**config.mk**
```make
export PLATFORM = sky130hd
export DESIGN_NAME = compute_feeder
export DESIGN_NICKNAME = d
export VERILOG_FILES = /design/src/rtl/compute_feeder_pkg.sv /design/src/rtl/compute_feeder_bot_fifo.sv /design/src/rtl/compute_feeder.sv
export SDC_FILE = /design/constraint.sdc
export NUM_CORES = 2
export LEC_CHECK = 0
export CORE_MARGIN = 1
export CORE_UTILIZATION = 63
export CTS_CLUSTER_SIZE = 10
export DETAILED_ROUTE_END_ITERATION = 8
export HOLD_SLACK_MARGIN = 0.15
export PLACE_DENSITY = 0.88
export SLEW_MARGIN = 20
export SYNTH_ARGS = -nofsm -noshare
export SYNTH_HDL_FRONTEND = slang
export SYNTH_SLANG_ARGS = --single-unit
```
**constraint.sdc**
```tcl
create_clock -name clk -period 25.3 [get_ports clk]
set_clock_uncertainty 0.05 [all_clocks]
set_input_delay 5.06 -clock clk [delete_from_list [all_inputs] [get_ports clk]]
set_output_delay 5.06 -clock clk [all_outputs]
set_load 0.05 [all_outputs]
```
**src/rtl/compute_feeder_pkg.sv**
```systemverilog
// Shared widths for the feeder datapath and the leaf-elimination weight helper.
// Each finished job contributes 2^count to the running sum.
package compute_feeder_pkg;
  localparam int BOT_W   = 128;
  localparam int COUNT_W = 6;
  localparam int SUM_W   = 64;

  function automatic logic [SUM_W-1:0] leaf_weight(input logic [COUNT_W-1:0] count);
    return {{(SUM_W-1){1'b0}}, 1'b1} << count;
  endfunction
endpackage

```
**src/rtl/compute_feeder_bot_fifo.sv**
```systemverilog
// Synchronous bot buffer: registered read port (data one cycle after pop), full/empty flags.
// Push is ignored when full, pop is ignored when empty; pop_dat reads zero when no pop happened.
module compute_feeder_bot_fifo #(
  parameter int W          = 8,
  parameter int DEPTH_LOG2 = 4
) (
  input  logic         clk,
  input  logic         rst,
  input  logic         push,
  input  logic [W-1:0] push_dat,
  input  logic         pop,
  output logic         pop_vld,
  output logic [W-1:0] pop_dat,
  output logic         full,
  output logic         empty
);
  localparam int DEPTH = 1 << DEPTH_LOG2;

  logic [W-1:0]          mem [DEPTH];
  logic [DEPTH_LOG2:0]   wr_ptr;
  logic [DEPTH_LOG2:0]   rd_ptr;
  logic                  do_push;
  logic                  do_pop;
  logic [DEPTH_LOG2:0]   ptr_one;

  assign ptr_one = {{DEPTH_LOG2{1'b0}}, 1'b1};
  assign empty   = wr_ptr == rd_ptr;
  // Extra pointer bit separates the full wrap from the empty case.
  assign full    = (wr_ptr[DEPTH_LOG2] != rd_ptr[DEPTH_LOG2]) &&
                   (wr_ptr[DEPTH_LOG2-1:0] == rd_ptr[DEPTH_LOG2-1:0]);
  assign do_push = push && !full;
  assign do_pop  = pop && !empty;

  always_ff @(posedge clk) begin
    if (do_push) mem[wr_ptr[DEPTH_LOG2-1:0]] <= push_dat;
  end

  always_ff @(posedge clk) begin
    if (rst) begin
      wr_ptr  <= '0;
      rd_ptr  <= '0;
      pop_vld <= 1'b0;
      pop_dat <= '0;
    end else begin
      if (do_push) wr_ptr <= wr_ptr + ptr_one;
      if (do_pop)  rd_ptr <= rd_ptr + ptr_one;
      pop_vld <= do_pop;
      pop_dat <= do_pop ? mem[rd_ptr[DEPTH_LOG2-1:0]] : '0;
    end
  end
endmodule

```
**src/rtl/compute_feeder.sv**
```systemverilog
// Buffers tagged bots and hands one to the core REQUEST_LATENCY cycles after each request;
// writes stall on a full buffer, requests on an empty buffer are dropped; tracks pending jobs and 2^count sum.
module compute_feeder
  import compute_feeder_pkg::*;
#(
  parameter int EXTRA_DATA_WIDTH = 14,
  parameter int REQUEST_LATENCY  = 3,
  parameter int FIFO_DEPTH_LOG2  = 4
) (
  input  logic                        clk,
  input  logic                        rst,
  input  logic [BOT_W-1:0]            writeBot,
  input  logic                        writeValid,
  output logic                        writeReady,
  input  logic                        requestGraph,
  output logic [BOT_W-1:0]            botOut,
  output logic                        startOut,
  output logic [EXTRA_DATA_WIDTH-1:0] extraDataOut,
  input  logic                        resultDone,
  input  logic [COUNT_W-1:0]          resultCount,
  input  logic [EXTRA_DATA_WIDTH-1:0] resultExtraData,
  output logic [SUM_W-1:0]            sumOut,
  output logic [FIFO_DEPTH_LOG2+7:0]  pendingCount,
  output logic                        idle
);
  localparam int EW = BOT_W + EXTRA_DATA_WIDTH;
  localparam int PW = 1 + EW;

  logic                        fifo_full;
  logic                        fifo_empty;
  logic                        head_vld;
  logic [EW-1:0]               head_dat;
  logic [PW-1:0]               head;
  logic [PW-1:0]               tail;
  logic                        in_flight;
  logic [EXTRA_DATA_WIDTH-1:0] seq;
  logic [EXTRA_DATA_WIDTH-1:0] seq_one;
  logic [FIFO_DEPTH_LOG2+7:0]  pend_one;
  logic                        unused_tag;

  assign seq_one    = {{(EXTRA_DATA_WIDTH-1){1'b0}}, 1'b1};
  assign pend_one   = {{(FIFO_DEPTH_LOG2+7){1'b0}}, 1'b1};
  assign writeReady = !fifo_full;
  assign unused_tag = ^resultExtraData;

  compute_feeder_bot_fifo #(
    .W          (EW),
    .DEPTH_LOG2 (FIFO_DEPTH_LOG2)
  ) bot_fifo (
    .clk      (clk),
    .rst      (rst),
    .push     (writeValid && writeReady),
    .push_dat ({writeBot, seq}),
    .pop      (requestGraph),
    .pop_vld  (head_vld),
    .pop_dat  (head_dat),
    .full     (fifo_full),
    .empty    (fifo_empty)
  );

  always_ff @(posedge clk) begin
    if (rst) seq <= '0;
    else if (writeValid && writeReady) seq <= seq + seq_one;
  end

  assign head = {head_vld, head_dat};

  // The buffer read accounts for one cycle; the shift register covers the rest.
  if (REQUEST_LATENCY == 1) begin : g_direct
    assign tail      = head;
    assign in_flight = head_vld;
  end else begin : g_shift_register
    logic [PW-1:0] sr [REQUEST_LATENCY-1];

    always_ff @(posedge clk) begin
      if (rst) begin
        for (int i = 0; i < REQUEST_LATENCY-1; i++) sr[i] <= '0;
      end else begin
        sr[0] <= head;
        for (int i = 1; i < REQUEST_LATENCY-1; i++) sr[i] <= sr[i-1];
      end
    end

    always_comb begin
      in_flight = head_vld;
      for (int i = 0; i < REQUEST_LATENCY-1; i++) in_flight = in_flight | sr[i][PW-1];
    end

    assign tail = sr[REQUEST_LATENCY-2];
  end

  assign {startOut, botOut, extraDataOut} = tail;

  always_ff @(posedge clk) begin
    if (rst) pendingCount <= '0;
    else if (startOut && !resultDone) pendingCount <= pendingCount + pend_one;
    else if (resultDone && !startOut && pendingCount != '0) pendingCount <= pendingCount - pend_one;
  end

  always_ff @(posedge clk) begin
    if (rst) sumOut <= '0;
    else if (resultDone) sumOut <= sumOut + leaf_weight(resultCount);
  end

  always_ff @(posedge clk) begin
    if (rst) idle <= 1'b1;
    else idle <= fifo_empty && !in_flight && (pendingCount == '0);
  end
endmodule

```
==> summary.txt <==
Route
  • Met3 wire length: approximately 29000 um
  • Routed len/inst: ~33 um
  • Metal-1 WL: 92430 um
  • Via count: 54.70k
  • DRT iter0 DRCs: between 7k and 8k
  • DRT Pass-1 Iters: 6
  • Drt total wl: between 200000 and 300000 um
  • Antenna Violating Nets Remaining: 0
  • Top layer used by detailed routing: met5
  • Met2 wire len: between 100000 and 150000 um
  • Via density: about 6.7
  • Post-route DRC: 0

STA
  • Worst-Margin Slew: ~1.3 ns
  • Final period utilization: between 30 and 40%
  • Slew Limit Fails: 0
  • Setup TNS: 0 ns
  • Final setup violation count: 0
  • Max transition margin: between 15 and 20%
  • Min cycle time layout: 8.742 ns
  • Endpoints failing hold: 0
  • Min Hold Slack: between 0.3 and 0.4 ns
  • Unrepaired setup endpoints after global routing: false
  • Fmax: roughly 110 MHz

Global route
  • Antenna violations before repair: 35
  • GRT Total Usage: about a third
  • GRT overflow: 0
  • Vias in the first global route: 56.43k
  • First-pass GRT wire length: approximately 400000 um
  • Largest net degree at the start of global routing: between 150 and 200

Critical path
  • CP max FO: 13
  • Worst r2r dst: bot_fifo.mem[15][44]
  • Crit start category: primary input
  • Crit. End Element: register
  • Crit. Startpoint: resultCount[5]
  • Arr. time, crit path: around 9.5 ns
  • Worst EP required: approximately 26 ns
  • R2r setup slk: around 20 ns
  • Worst-case reg-to-reg path depth: 10
  • Reg-to-Reg Start: bot_fifo.rd_ptr[1]
  • Critical path type: primary input to register

Clock tree
  • Clk_lat worst skew: 0.96 ns
  • Clock transition at path regs: around 0.06 ns
  • CTS Hold Buffers Added: 0
  • Inserted Clock Buffers: about 330
  • Root Buffer: clkbuf_16
  • PostCTS Resize Cnt: 0
  • CTS tree: built
  • Number of H-tree levels: 5
  • CTS sink cnt: about 2.8k
  • Max clock buf depth: 4
  • Post-CTS Setup Inserts: 0

Synthesis
  • Post-synth EDFFs: 2272
  • FFs w/ async S/R, synth: 0%
  • Seq/Total Area, Yosys: 74.52%
  • Top cells by area, synth: edfxtp_1, mux4_2, dfxtp_1
  • Ys flop type: edfxtp_1
  • Top-area cell type share of the netlist area: ~64%
  • Post-Syn Area: around 110000 um2
  • Seq cells post-synth: between 2k and 3k
  • Synth area leader: edfxtp_1
  • Syn_area_per_cell: 19.95 um2
  • Mapped Cells: between 5k and 6k
  • Synth warn: 0
  • Netlist cell types: between 70 and 80
  • Syn nets: ~5.5k

Placement
  • Placer Congestion: between 0.9 and 1
  • Post-DP HPWL: 129100 um
  • PortBufs: about 360
  • DP Cell Count: about 7.6k

Cells and area
  • Layout Nets: about 6k
  • Most frequent cells in the layout: edfxtp_1, mux4_2, dfxtp_1, clkdlybuf4s50_1, clkbuf_16
  • Fill cell count: roughly 9k
  • Synth-to-layout area growth: 14.00%
  • Fraction of layout cells with a size suffix above 1: slightly above 20%
  • Non-filler cells, final: slightly above 8k
  • Commonest non-fill, non-tap cell in the layout: edfxtp_1

Power and ir drop
  • PD cells: 87.35 nW/um2
  • Maximum vdd drop: around 0.000095 V
  • Leak: ~39 nW

Min path
  • WHS Path Cells: 1
  • Hold Path End: g_shift_register.sr[0][117]
  • Hold Path Class: register to register
  • Hold Startpoint: bot_fifo.pop_dat[117]

Die
  • DIE WIDTH: 411.8 um
  • Die span in y: slightly above 400 um
  • Core ar.: around 170000 um2
  • DIE AREA: 169600 um2
  • Initial Util: approximately 63%
  • I/O pin total: ~370
  • # rows: 150

Run status
  • Status: complete, no violations

Flow run
  • Max Cap Viol: 0
==> cell usage after synthesis (48+ instances only) <==
library cell,n
nand2_1,85
xnor2_1,48
ha_1,79
nor2_1,208
dfxtp_1,530
a21oi_1,100
mux4_2,710
buf_4,143
edfxtp_1,2272
nor2b_1,300
and2_1,146
clkbuf_1,196
==> critical path: stages <==
cell and delay [ns]:
clkdlybuf4s50_1 0.47, or2_2 0.47, or3_1 0.41, nor3_1 0.24, ha_1 0.29, fa_1 0.23, a21oi_1 0.11, nor2_1 0.25
o2111ai_1 0.18, nand3_2 0.16, o2111ai_4 0.16, o21ai_2 0.26, a31oi_4 0.16, o21ai_2 0.35, nand4_1 0.30, mux2i_1 0.25
nand3_1 0.10
==> final cells by class <==
| class | count | area (um2) | share of cell area, % |
|---|---|---|---|
| clock inverter | 12 | 140.1 | 0.1162 |
| timing repair buffer | 445 | 4350 | 3.607 |
| inverter | 27 | 101.3 | 0.08403 |
| sequential | 2802 | 78850 | 65.38 |
| clock buffer | 581 | 9443 | 7.829 |
| antenna | 25 | 62.56 | 0.05187 |
| tap | 2204 | 2758 | 2.286 |
| multi-input combinational | 2073 | 24900 | 20.65 |
==> worst max path at each step <==
stage / end / slack, ns
after floorplan: bot_fifo.mem[1][0] / 9.08
after global placement: sumOut[61] / 15.82
after detailed placement: sumOut[62] / 15.80
after CTS: sumOut[61] / 16.73
after global routing: sumOut[61] / 16.39
final: sumOut[62] / 16.56
==> metrics by stage <==
stage               area [um2]  setup WS [ns]  power (mW)  util, %
finish                  120600          16.56       10.53    72.21
CTS                     120500          16.73       10.57    72.15
global placement        110900          15.82       6.216    66.40
floorplan               105800          9.080       5.997        -
detailed placement      110900          15.80       6.255    66.41
global route            120600          16.39       10.80    72.19
==> sequential cells by signal, summed over array words and instances (netlist names) <==
signal,count
bot_fifo.mem,2272
g_shift_register.sr,286
bot_fifo.pop_dat,142
sumOut,64
seq,14
pendingCount,12
bot_fifo.rd_ptr,5
bot_fifo.wr_ptr,5
bot_fifo.pop_vld,1
idle,1
==> metal layers <==
layer  vias to the layer above  global-route usage (%)
met5                         -                       0
met4                        22                   15.18
met3                       813                   6.358
met2                      4101                   53.76
met1                     28020                   41.46
li1                      21740                       -
==> logic make-up after synthesis <==
| logic type | synth area share [%] |
|---|---|
| flip-flops | 74.52 |
| AND/OR/NAND/NOR | 4.442 |
| multiplexers | 15.48 |
| buffers and inverters | 2.078 |
| AO/OA/AOI/OAI | 1.770 |
| XOR/XNOR | 0.7368 |
| adder cells (fa/ha/maj) | 0.9721 |
==> power by group <==
part	total, mW	switching, mW	leakage, nW	internal [mW]
Sequential	5.12	0.0520	24.9	5.07
Combinational	1.07	0.544	9.37	0.528
Clock	4.34	1.82	4.56	2.52
(Power assumes the default switching activity.)
